File: src/rtl/rs232_pkg.sv
// rtl/rs232_pkg.sv - shared constants and transmitter state type for the RS232 link
// Build option: RS232_TX_PARITY_EN adds an even-parity bit and a PARITY state (11-bit frame).
package rs232_pkg;

    localparam int   DATA_W      = 8;
    localparam logic IDLE_LEVEL  = 1'b1;
    localparam logic START_LEVEL = 1'b0;
    localparam logic STOP_LEVEL  = 1'b1;

`ifdef RS232_TX_PARITY_EN
    localparam int FRAME_BITS = 11;

    typedef enum logic [2:0] {
        TX_IDLE   = 3'd0,
        TX_START  = 3'd1,
        TX_DATA   = 3'd2,
        TX_STOP   = 3'd3,
        TX_PARITY = 3'd4
    } tx_state_e;
`else
    localparam int FRAME_BITS = 10;

    typedef enum logic [2:0] {
        TX_IDLE  = 3'd0,
        TX_START = 3'd1,
        TX_DATA  = 3'd2,
        TX_STOP  = 3'd3
    } tx_state_e;
`endif

endpackage

File: src/rtl/rs232_baud_tick.sv
// rtl/rs232_baud_tick.sv - bit-period counter producing one tick per CLKS_PER_BIT cycles
// Ports:
//   clk    - system clock
//   reset  - synchronous active-high reset
//   clear  - restart the count at 0 on the next edge (wins over enable)
//   enable - count while high; tick is forced low otherwise
//   tick   - high during the last cycle of each bit period
module rs232_baud_tick #(
    parameter int CLKS_PER_BIT = 1
) (
    input  logic clk,
    input  logic reset,
    input  logic clear,
    input  logic enable,
    output logic tick
);

    localparam int            CW   = (CLKS_PER_BIT > 1) ? $clog2(CLKS_PER_BIT) : 1;
    localparam logic [CW-1:0] LAST = CW'(CLKS_PER_BIT - 1);

    logic [CW-1:0] count;

    assign tick = enable && (count == LAST);

    always_ff @(posedge clk) begin
        if (reset || clear) begin
            count <= '0;
        end else if (enable) begin
            count <= tick ? '0 : count + CW'(1);
        end
    end

endmodule

File: src/rtl/rs232_tx.sv
// rtl/rs232_tx.sv - RS232 byte serialiser with a one-byte holding register
// Build option: RS232_TX_PARITY_EN inserts an even-parity bit between data and stop.
// Ports:
//   clk      - system clock, rising edge
//   reset    - synchronous active-high reset; aborts any frame and drops the held byte
//   tx_data  - byte to send, sampled on the tx_valid && tx_ready edge
//   tx_valid - byte offered
//   tx_ready - holding register empty (low while reset is high)
//   Tx       - registered serial line, idles high
//   busy     - frame in progress or byte held
module rs232_tx
    import rs232_pkg::*;
#(
    parameter int CLKS_PER_BIT = 1
) (
    input  logic              clk,
    input  logic              reset,
    input  logic [DATA_W-1:0] tx_data,
    input  logic              tx_valid,
    output logic              tx_ready,
    output logic              Tx,
    output logic              busy
);

    localparam logic [2:0] IDLE   = TX_IDLE;
    localparam logic [2:0] START  = TX_START;
    localparam logic [2:0] DATA   = TX_DATA;
    localparam logic [2:0] STOP   = TX_STOP;
`ifdef RS232_TX_PARITY_EN
    localparam logic [2:0] PARITY = TX_PARITY;
`endif

    localparam int            IW       = $clog2(DATA_W);
    localparam logic [IW-1:0] LAST_BIT = IW'(DATA_W - 1);

    logic [2:0]        state,     state_n;
    logic [DATA_W-1:0] shift_q,   shift_n;
    logic [IW-1:0]     bit_idx,   idx_n;
    logic              hold_full;
    logic [DATA_W-1:0] hold_data;
    logic              tx_q,      tx_n;
    logic              drain;
    logic              tick;
    logic              cnt_clear;
    logic              cnt_enable;
`ifdef RS232_TX_PARITY_EN
    logic              parity_q;
`endif

    // Counter restarts on every START entry so each frame's start bit is full length,
    // including the STOP->START path of back-to-back frames.
    assign cnt_enable = (state != IDLE);
    assign cnt_clear  = (state_n == START) && (state != START);

    rs232_baud_tick #(
        .CLKS_PER_BIT(CLKS_PER_BIT)
    ) u_baud_tick (
        .clk    (clk),
        .reset  (reset),
        .clear  (cnt_clear),
        .enable (cnt_enable),
        .tick   (tick)
    );

    always_comb begin
        state_n = state;
        shift_n = shift_q;
        idx_n   = bit_idx;
        drain   = 1'b0;
        case (state)
            IDLE: begin
                if (hold_full) begin
                    shift_n = hold_data;
                    drain   = 1'b1;
                    state_n = START;
                end
            end
            START: begin
                if (tick) begin
                    state_n = DATA;
                    idx_n   = '0;
                end
            end
            DATA: begin
                if (tick) begin
                    shift_n = shift_q >> 1;
                    idx_n   = bit_idx + IW'(1);
                    if (bit_idx == LAST_BIT) begin
`ifdef RS232_TX_PARITY_EN
                        state_n = PARITY;
`else
                        state_n = STOP;
`endif
                    end
                end
            end
`ifdef RS232_TX_PARITY_EN
            PARITY: begin
                if (tick) begin
                    state_n = STOP;
                end
            end
`endif
            STOP: begin
                if (tick) begin
                    // A held byte starts its frame straight after the stop bit.
                    if (hold_full) begin
                        shift_n = hold_data;
                        drain   = 1'b1;
                        state_n = START;
                    end else begin
                        state_n = IDLE;
                    end
                end
            end
            default: state_n = IDLE;
        endcase
    end

    // Tx is registered from the next state so the line changes on the same edge as the FSM.
    always_comb begin
        tx_n = IDLE_LEVEL;
        case (state_n)
            START:   tx_n = START_LEVEL;
            DATA:    tx_n = shift_n[0];
`ifdef RS232_TX_PARITY_EN
            PARITY:  tx_n = parity_q;
`endif
            STOP:    tx_n = STOP_LEVEL;
            default: tx_n = IDLE_LEVEL;
        endcase
    end

    always_ff @(posedge clk) begin
        if (reset) begin
            state     <= IDLE;
            shift_q   <= '0;
            bit_idx   <= '0;
            hold_full <= 1'b0;
            hold_data <= '0;
            tx_q      <= IDLE_LEVEL;
        end else begin
            state   <= state_n;
            shift_q <= shift_n;
            bit_idx <= idx_n;
            tx_q    <= tx_n;
            // Drain wins over load; ready is low while full so both never coincide.
            if (drain) begin
                hold_full <= 1'b0;
            end else if (tx_valid && tx_ready) begin
                hold_full <= 1'b1;
                hold_data <= tx_data;
            end
        end
    end

`ifdef RS232_TX_PARITY_EN
    always_ff @(posedge clk) begin
        if (reset) begin
            parity_q <= 1'b0;
        end else if (drain) begin
            parity_q <= ^hold_data;
        end
    end
`endif

    assign tx_ready = !reset && !hold_full;
    assign Tx       = tx_q;
    assign busy     = (state != IDLE) || hold_full;

endmodule

File: config.mk
export PLATFORM = sky130hd
export DESIGN_NAME = rs232_tx
export DESIGN_NICKNAME = d
export VERILOG_FILES = /design/src/rtl/rs232_pkg.sv /design/src/rtl/rs232_baud_tick.sv /design/src/rtl/rs232_tx.sv
export SDC_FILE = /design/constraint.sdc
export NUM_CORES = 1
export LEC_CHECK = 0
export BUFFER_PORTS_ARGS = -buffer_cell sky130_fd_sc_hd__buf_4
export CORE_MARGIN = 1.5
export CORE_UTILIZATION = 58
export CTS_BUF_LIST = sky130_fd_sc_hd__clkbuf_8
export DETAILED_ROUTE_END_ITERATION = 8
export PLACE_DENSITY_LB_ADDON = 0.3
export RECOVER_POWER = 50
export SYNTH_ARGS = -nofsm -noshare
export SYNTH_HDL_FRONTEND = slang
export SYNTH_SLANG_ARGS = --single-unit
File: constraint.sdc
create_clock -name clk -period 2.1 [get_ports clk]
set_clock_uncertainty 0.1 [all_clocks]
set_input_delay 0.42 -clock clk [delete_from_list [all_inputs] [get_ports clk]]
set_output_delay 0.42 -clock clk [all_outputs]
set_load 0.1 [all_outputs]
# Yosys cells after proc, flatten, opt, wreduce, memory -nomap -nowiden
# Cells that the tools add are included.
classes:
  n_reduce_logical: 16
  bitwise: 2
  add_sub_neg: 2
  muxes: 19
  eq_ne: 10
ops:
  columns: ["operator", "count"]
  rows:
  - ["8-bit 2-to-1 mux", 3]
  - ["8-bit one-hot mux with 3 select lines", 1]
  - ["3-bit 2-to-1 mux", 7]
  - ["3-bit one-hot mux with 4 select lines", 1]
  - ["3-bit by 2-bit == test with 1-bit output, second input constant", 3]
  - ["3-bit by 1-bit == test with 1-bit output, second input constant", 2]
  - ["2-bit by 1-bit != test with 1-bit output, second input constant", 3]
  - ["3-bit one-hot mux with 2 select lines", 1]
  - ["3-bit AND reduction", 2]
  - ["3-bit nonzero test", 2]
  - ["1-bit logical AND", 4]
  - ["1-bit 2-to-1 mux", 4]
  - ["1-bit one-hot mux with 2 select lines", 2]
  - ["3-bit by 1-bit adder with 3-bit output, second input constant", 1]
  - ["3-bit == test, second input constant", 1]
  - ["3-bit zero test", 1]
  - ["3-bit by 1-bit != test with 1-bit output, second input constant", 1]
  - ["1-bit zero test", 2]
  - ["1-bit logical OR", 2]
  - ["1-bit inverter", 2]
  - ["2-bit AND reduction", 1]
  - ["2-bit nonzero test", 1]
  - ["2-bit OR reduction", 1]
  - ["1-bit adder, second input constant", 1]
totals:
  register_bits: 25
  word_cells: 57

# Longest topological paths before layout
depth:
  ltp_word: 7
  ltp_mapped: 6
  depth_no_buf: 6

# By module
# A second synthesis with hierarchy kept.
hier_totals:
  cells_unflattened: 153
  area_unflattened_um2: 1253.7
by_module_without_submodules:
  columns: ["module", "instances", "area_each_um2", "cells_per_inst"]
  rows:
  - ["rs232_tx", 1, 1212.4, 150]
  - ["rs232_baud_tick", 1, 41.3, 3]

# Worst setup path after synthesis
# Ideal clock, no wire load.
synth_path:
  path_kind: "register to output"
  from: "register hold_full"
  to: "output port tx_ready"
  required_time_ps: 1580
  t_arrival_ps: 1720
  path_slack_ps: -140
  stages_incl_launch_ff: 3
  path_cell_list: "dfxtp_1 buf_4 nor2_1"
synth_between:
  elab_chain_len: 2
synth_lines:
  columns: ["element", "line", "source"]
  rows:
  - ["start, declared", "rs232_tx.sv:39", "logic hold_full;"]
  - ["start signal, assigned", "rs232_tx.sv:139", "hold_full <= 1'b0;"]
  - ["start signal, assigned", "rs232_tx.sv:149", "hold_full <= 1'b0;"]
  - ["start signal, assigned", "rs232_tx.sv:151", "hold_full <= 1'b1;"]
  - ["1-bit zero test", "rs232_tx.sv:167", "assign tx_ready = !reset && !hold_full;"]
  - ["1-bit logical AND", "rs232_tx.sv:167", null]
  - ["end, declared", "rs232_tx.sv:20", "output logic tx_ready,"]
# Every way passes these cells.

# Worst setup path in the final report
layout_path:
  from: "register state[0]"
  to: "output port busy"
layout_between:
  elab_chain_len: 2
layout_lines:
  columns: ["element", "line", "source"]
  rows:
  - ["start, declared", "rs232_tx.sv:36", "logic [2:0] state, state_n;"]
  - ["start signal, assigned", "rs232_tx.sv:143", "state <= state_n;"]
  - ["3-bit nonzero test", "rs232_tx.sv:169", "assign busy = (state != IDLE) || hold_full;"]
  - ["1-bit logical OR", "rs232_tx.sv:169", null]
  - ["end, declared", "rs232_tx.sv:22", "output logic busy"]
# Every way passes these cells.

==> results.md <==
- Outcome: finished clean
- Actual transition at the worst max-transition pin: around 0.6 ns
- Root buffer selected by CTS: clkbuf_8
- Number of global-route vias before repair: between 700 and 800
- Top library cells by usage in the layout, fill and taps aside: dfxtp_1 (25), nor2_1 (14), buf_4 (12), mux2i_1 (10)
- Final Worst Setup Slack: roughly 0.1 ns
- Max Cap Violations: 0
- Die extent in x: 46.62 um
- Cell count after placement: around 140
- Skew-Pair Late Insertion Delay: 0.26 ns
- Number of post-CTS setup repair buffers: 0
- Final Max Slew Viols: 0
- Synthesis warning total: 0
- Setup TNS: 0 ns
- First-pass detailed-route iteration total: 4
- Core region area: 0.001764 mm^2
- IR drop worst, VDD: between 0.5 and 0.6 mV
- Post-detailed-placement half-perimeter wirelength: 1.370 mm
- Instance count of the mapped netlist: between 100 and 150
- Leading cell type in the layout, fill and taps excluded: dfxtp_1
- Hold Path Class: in -> reg
- Unrepaired setup endpoints after global routing: no
- Global-route wire length before repair: between 3 and 4 mm
- Number of failing hold endpoints at the final stage: 0
- Grt total ovfl: 0
- Cell area after technology mapping: ~0.0011 mm^2
- Starting DRC count in detailed routing: 10
- Share of the synthesized area in the top cell type: 45.35%
- Static Leakage: just under 0.5 nW
- Total global routing track utilization: 19.92%
- Final period utilization: 95.10%
- Total I/O pin count: 14
- CTS H-Tree Depth: 1
- Clock-pin transition on the worst setup and hold timing paths: approximately 0.09 ns
- Critical setup path kind: reg -> out
- Area Growth Syn to Fin: 11.00%
- Number of antenna violations at the first check in global routing: 0
- Critical Path AT: 1.48 ns
- Register bit total from synthesis: 25
- Hold buffer count at CTS: 0
- Cell type contributing the most total cell area after synthesis: dfxtp_1
- Peak clock frequency supported by timing: about 500 MHz
- Final setup violation count: 0
- Vias: about 850
- Post-route non-filler standard cell count: 148
- Starting density of the core: about 63%
- Pin count of the biggest net entering global routing: 25
- Antenna cells: 0
- Worst hold slack: ~0.29 ns
- Final Net Count: roughly 140
- Power density cells: between 700 and 800 mW/mm^2
- Post-Place Worst Slack: ~0.33 ns
- Ranking of synthesized cells by area: dfxtp_1 (45%), mux2i_1 (9.1%), nor2_1 (5.1%)
- Weighted congestion reported at the end of routability-driven placement: approximately 0.84
- Die extent in y: between 40 and 50 um
- Average size of a mapped cell: just under 10 um^2
- Avg Vias per Cell: 5.709
- Antenna Nets Post-Route: 0
- Floorplan row count: 15
- Endpoint class of the critical path: output port
- Syn_nets: around 130
- Crit path launch type: register
- Wire length per cell: between 10 and 15 um
- Post-route DRC violation count: 0
- WL final: approximately 2.0 mm
- Sink Count: 25
- Buffer levels on the longest clock path: 2
- Total of buffers placed on input and output ports: 13
- Max-slew headroom at the worst pin: a little under 60%
- Proportion of synthesized chip area in sequential cells: a little under half
- Count of unique library cells instantiated by Yosys: 35
- Required arrival time at the worst endpoint: ~1.6 ns
- Die Outline Area: ~0.0022 mm^2
- Clock period minus final worst setup slack: roughly 2 ns
- Largest driver fanout on the critical path: 10
- Share of post-route cells with drive strength above 1: around a fifth
- TritonCTS buffer count: 3
- Fill count: about 150
- CTS tree: built
==> per-layer routing <==
layer / wire length [um] / global-route usage, %
met5: 0 / 0
met4: 19 / 3.333
met3: 80 / 4.706
met2: 881 / 31.94
met1: 978 / 27.62
==> final cells by class <==
type,count,area (um^2),share of cell area [%]
clock buffer,3,41.29,3.371
clock inverter,1,5.005,0.4086
inverter,2,7.507,0.6129
multi-input combinational,78,540.5,44.13
sequential,25,500.5,40.86
tap,25,31.28,2.554
timing repair buffer,14,98.84,8.069
==> metrics by stage <==
stage	utilization (%)	instance area [um^2]	power, W
after floorplan	-	1106	0.0006118
after global placement	67.59	1192	0.0006412
after detailed placement	67.59	1192	0.0006454
after CTS	70.21	1239	0.0009134
after global routing	69.43	1225	0.0009452
final	69.43	1225	0.0009094
==> cell families (layout without fill, tap and decap cells) <==
kind of cell             Yosys count  in the layout  share of synthesized area, %
adder cells (fa/ha/maj)            2              2                         2.267
buffers and inverters             10             20                         5.215
multiplexers                      10             10                         9.071
other                              1              1                        0.3398
AND/OR/NAND/NOR                   34             34                         17.69
AO/OA/AOI/OAI                     29             29                         18.48
flip-flops                        25             25                         45.35
XOR/XNOR                           2              2                         1.588
==> path summary, 6_finish.rpt <==
| check | from | to | slack, ns | cells after the start |
|---|---|---|---|---|
| setup / recovery | state[0] | busy | 0.10 | 3 |
| hold / removal | tx_data[1] | hold_data[1] | 0.29 | 3 |
| setup reg to reg | state[2] | Tx | 0.39 | 3 |
| hold reg to reg | shift_q[4] | shift_q[4] | 0.38 | 2 |
==> cell usage after synthesis <==
| cell | instances |
|---|---|
| nor2_1 | 15 |
| dfxtp_1 | 25 |
| inv_1 | 2 |
| a22oi_1 | 7 |
| a31oi_1 | 1 |
| nor3b_2 | 1 |
| nor4_1 | 1 |
| conb_1 | 1 |
| clkbuf_1 | 3 |
| nor2b_1 | 1 |
| or2_1 | 1 |
| a22oi_2 | 2 |
| nor3b_1 | 1 |
| or3_1 | 1 |
| mux2i_1 | 10 |
| nor2b_4 | 1 |
| nand2b_1 | 3 |
| buf_4 | 3 |
| ha_1 | 2 |
| a21oi_1 | 7 |
| nor2_2 | 1 |
| xnor2_1 | 2 |
| buf_6 | 1 |
| o21ai_0 | 7 |
| a221oi_1 | 1 |
| nand2_1 | 1 |
| and3b_1 | 1 |
| buf_2 | 1 |
| and4bb_1 | 1 |
| o311ai_0 | 1 |
| o211a_4 | 1 |
| nor3_1 | 2 |
| o211ai_1 | 2 |
| or2b_1 | 1 |
| and3_1 | 2 |
==> power breakdown <==
| part | leakage (nW) | internal (W) | switching, W |
|---|---|---|---|
| logic | 0.255 | 0.0000460 | 0.0000741 |
| clock network | 0.0255 | 0.000132 | 0.000146 |
| registers | 0.204 | 0.000492 | 0.0000187 |
==> flip-flops by register name, indices dropped and copies added (netlist names) <==
signal             cells
hold_data              8
shift_q                8
bit_idx                3
state                  3
Tx                     1
hold_full              1
u_baud_tick.count      1
==> worst max-delay path, stage by stage, from the launching register on <==
cell     delay, ns
dfxtp_1       0.41
nor3_2        0.31
or2b_1        0.26
buf_4         0.23
==> timing repair <==
item | CTS | global route
setup endpoints to repair | 0 | 1
gates resized for setup | 0 | 1
hold endpoints to repair | 0 | 0
Power figures use the tool's default switching activity.
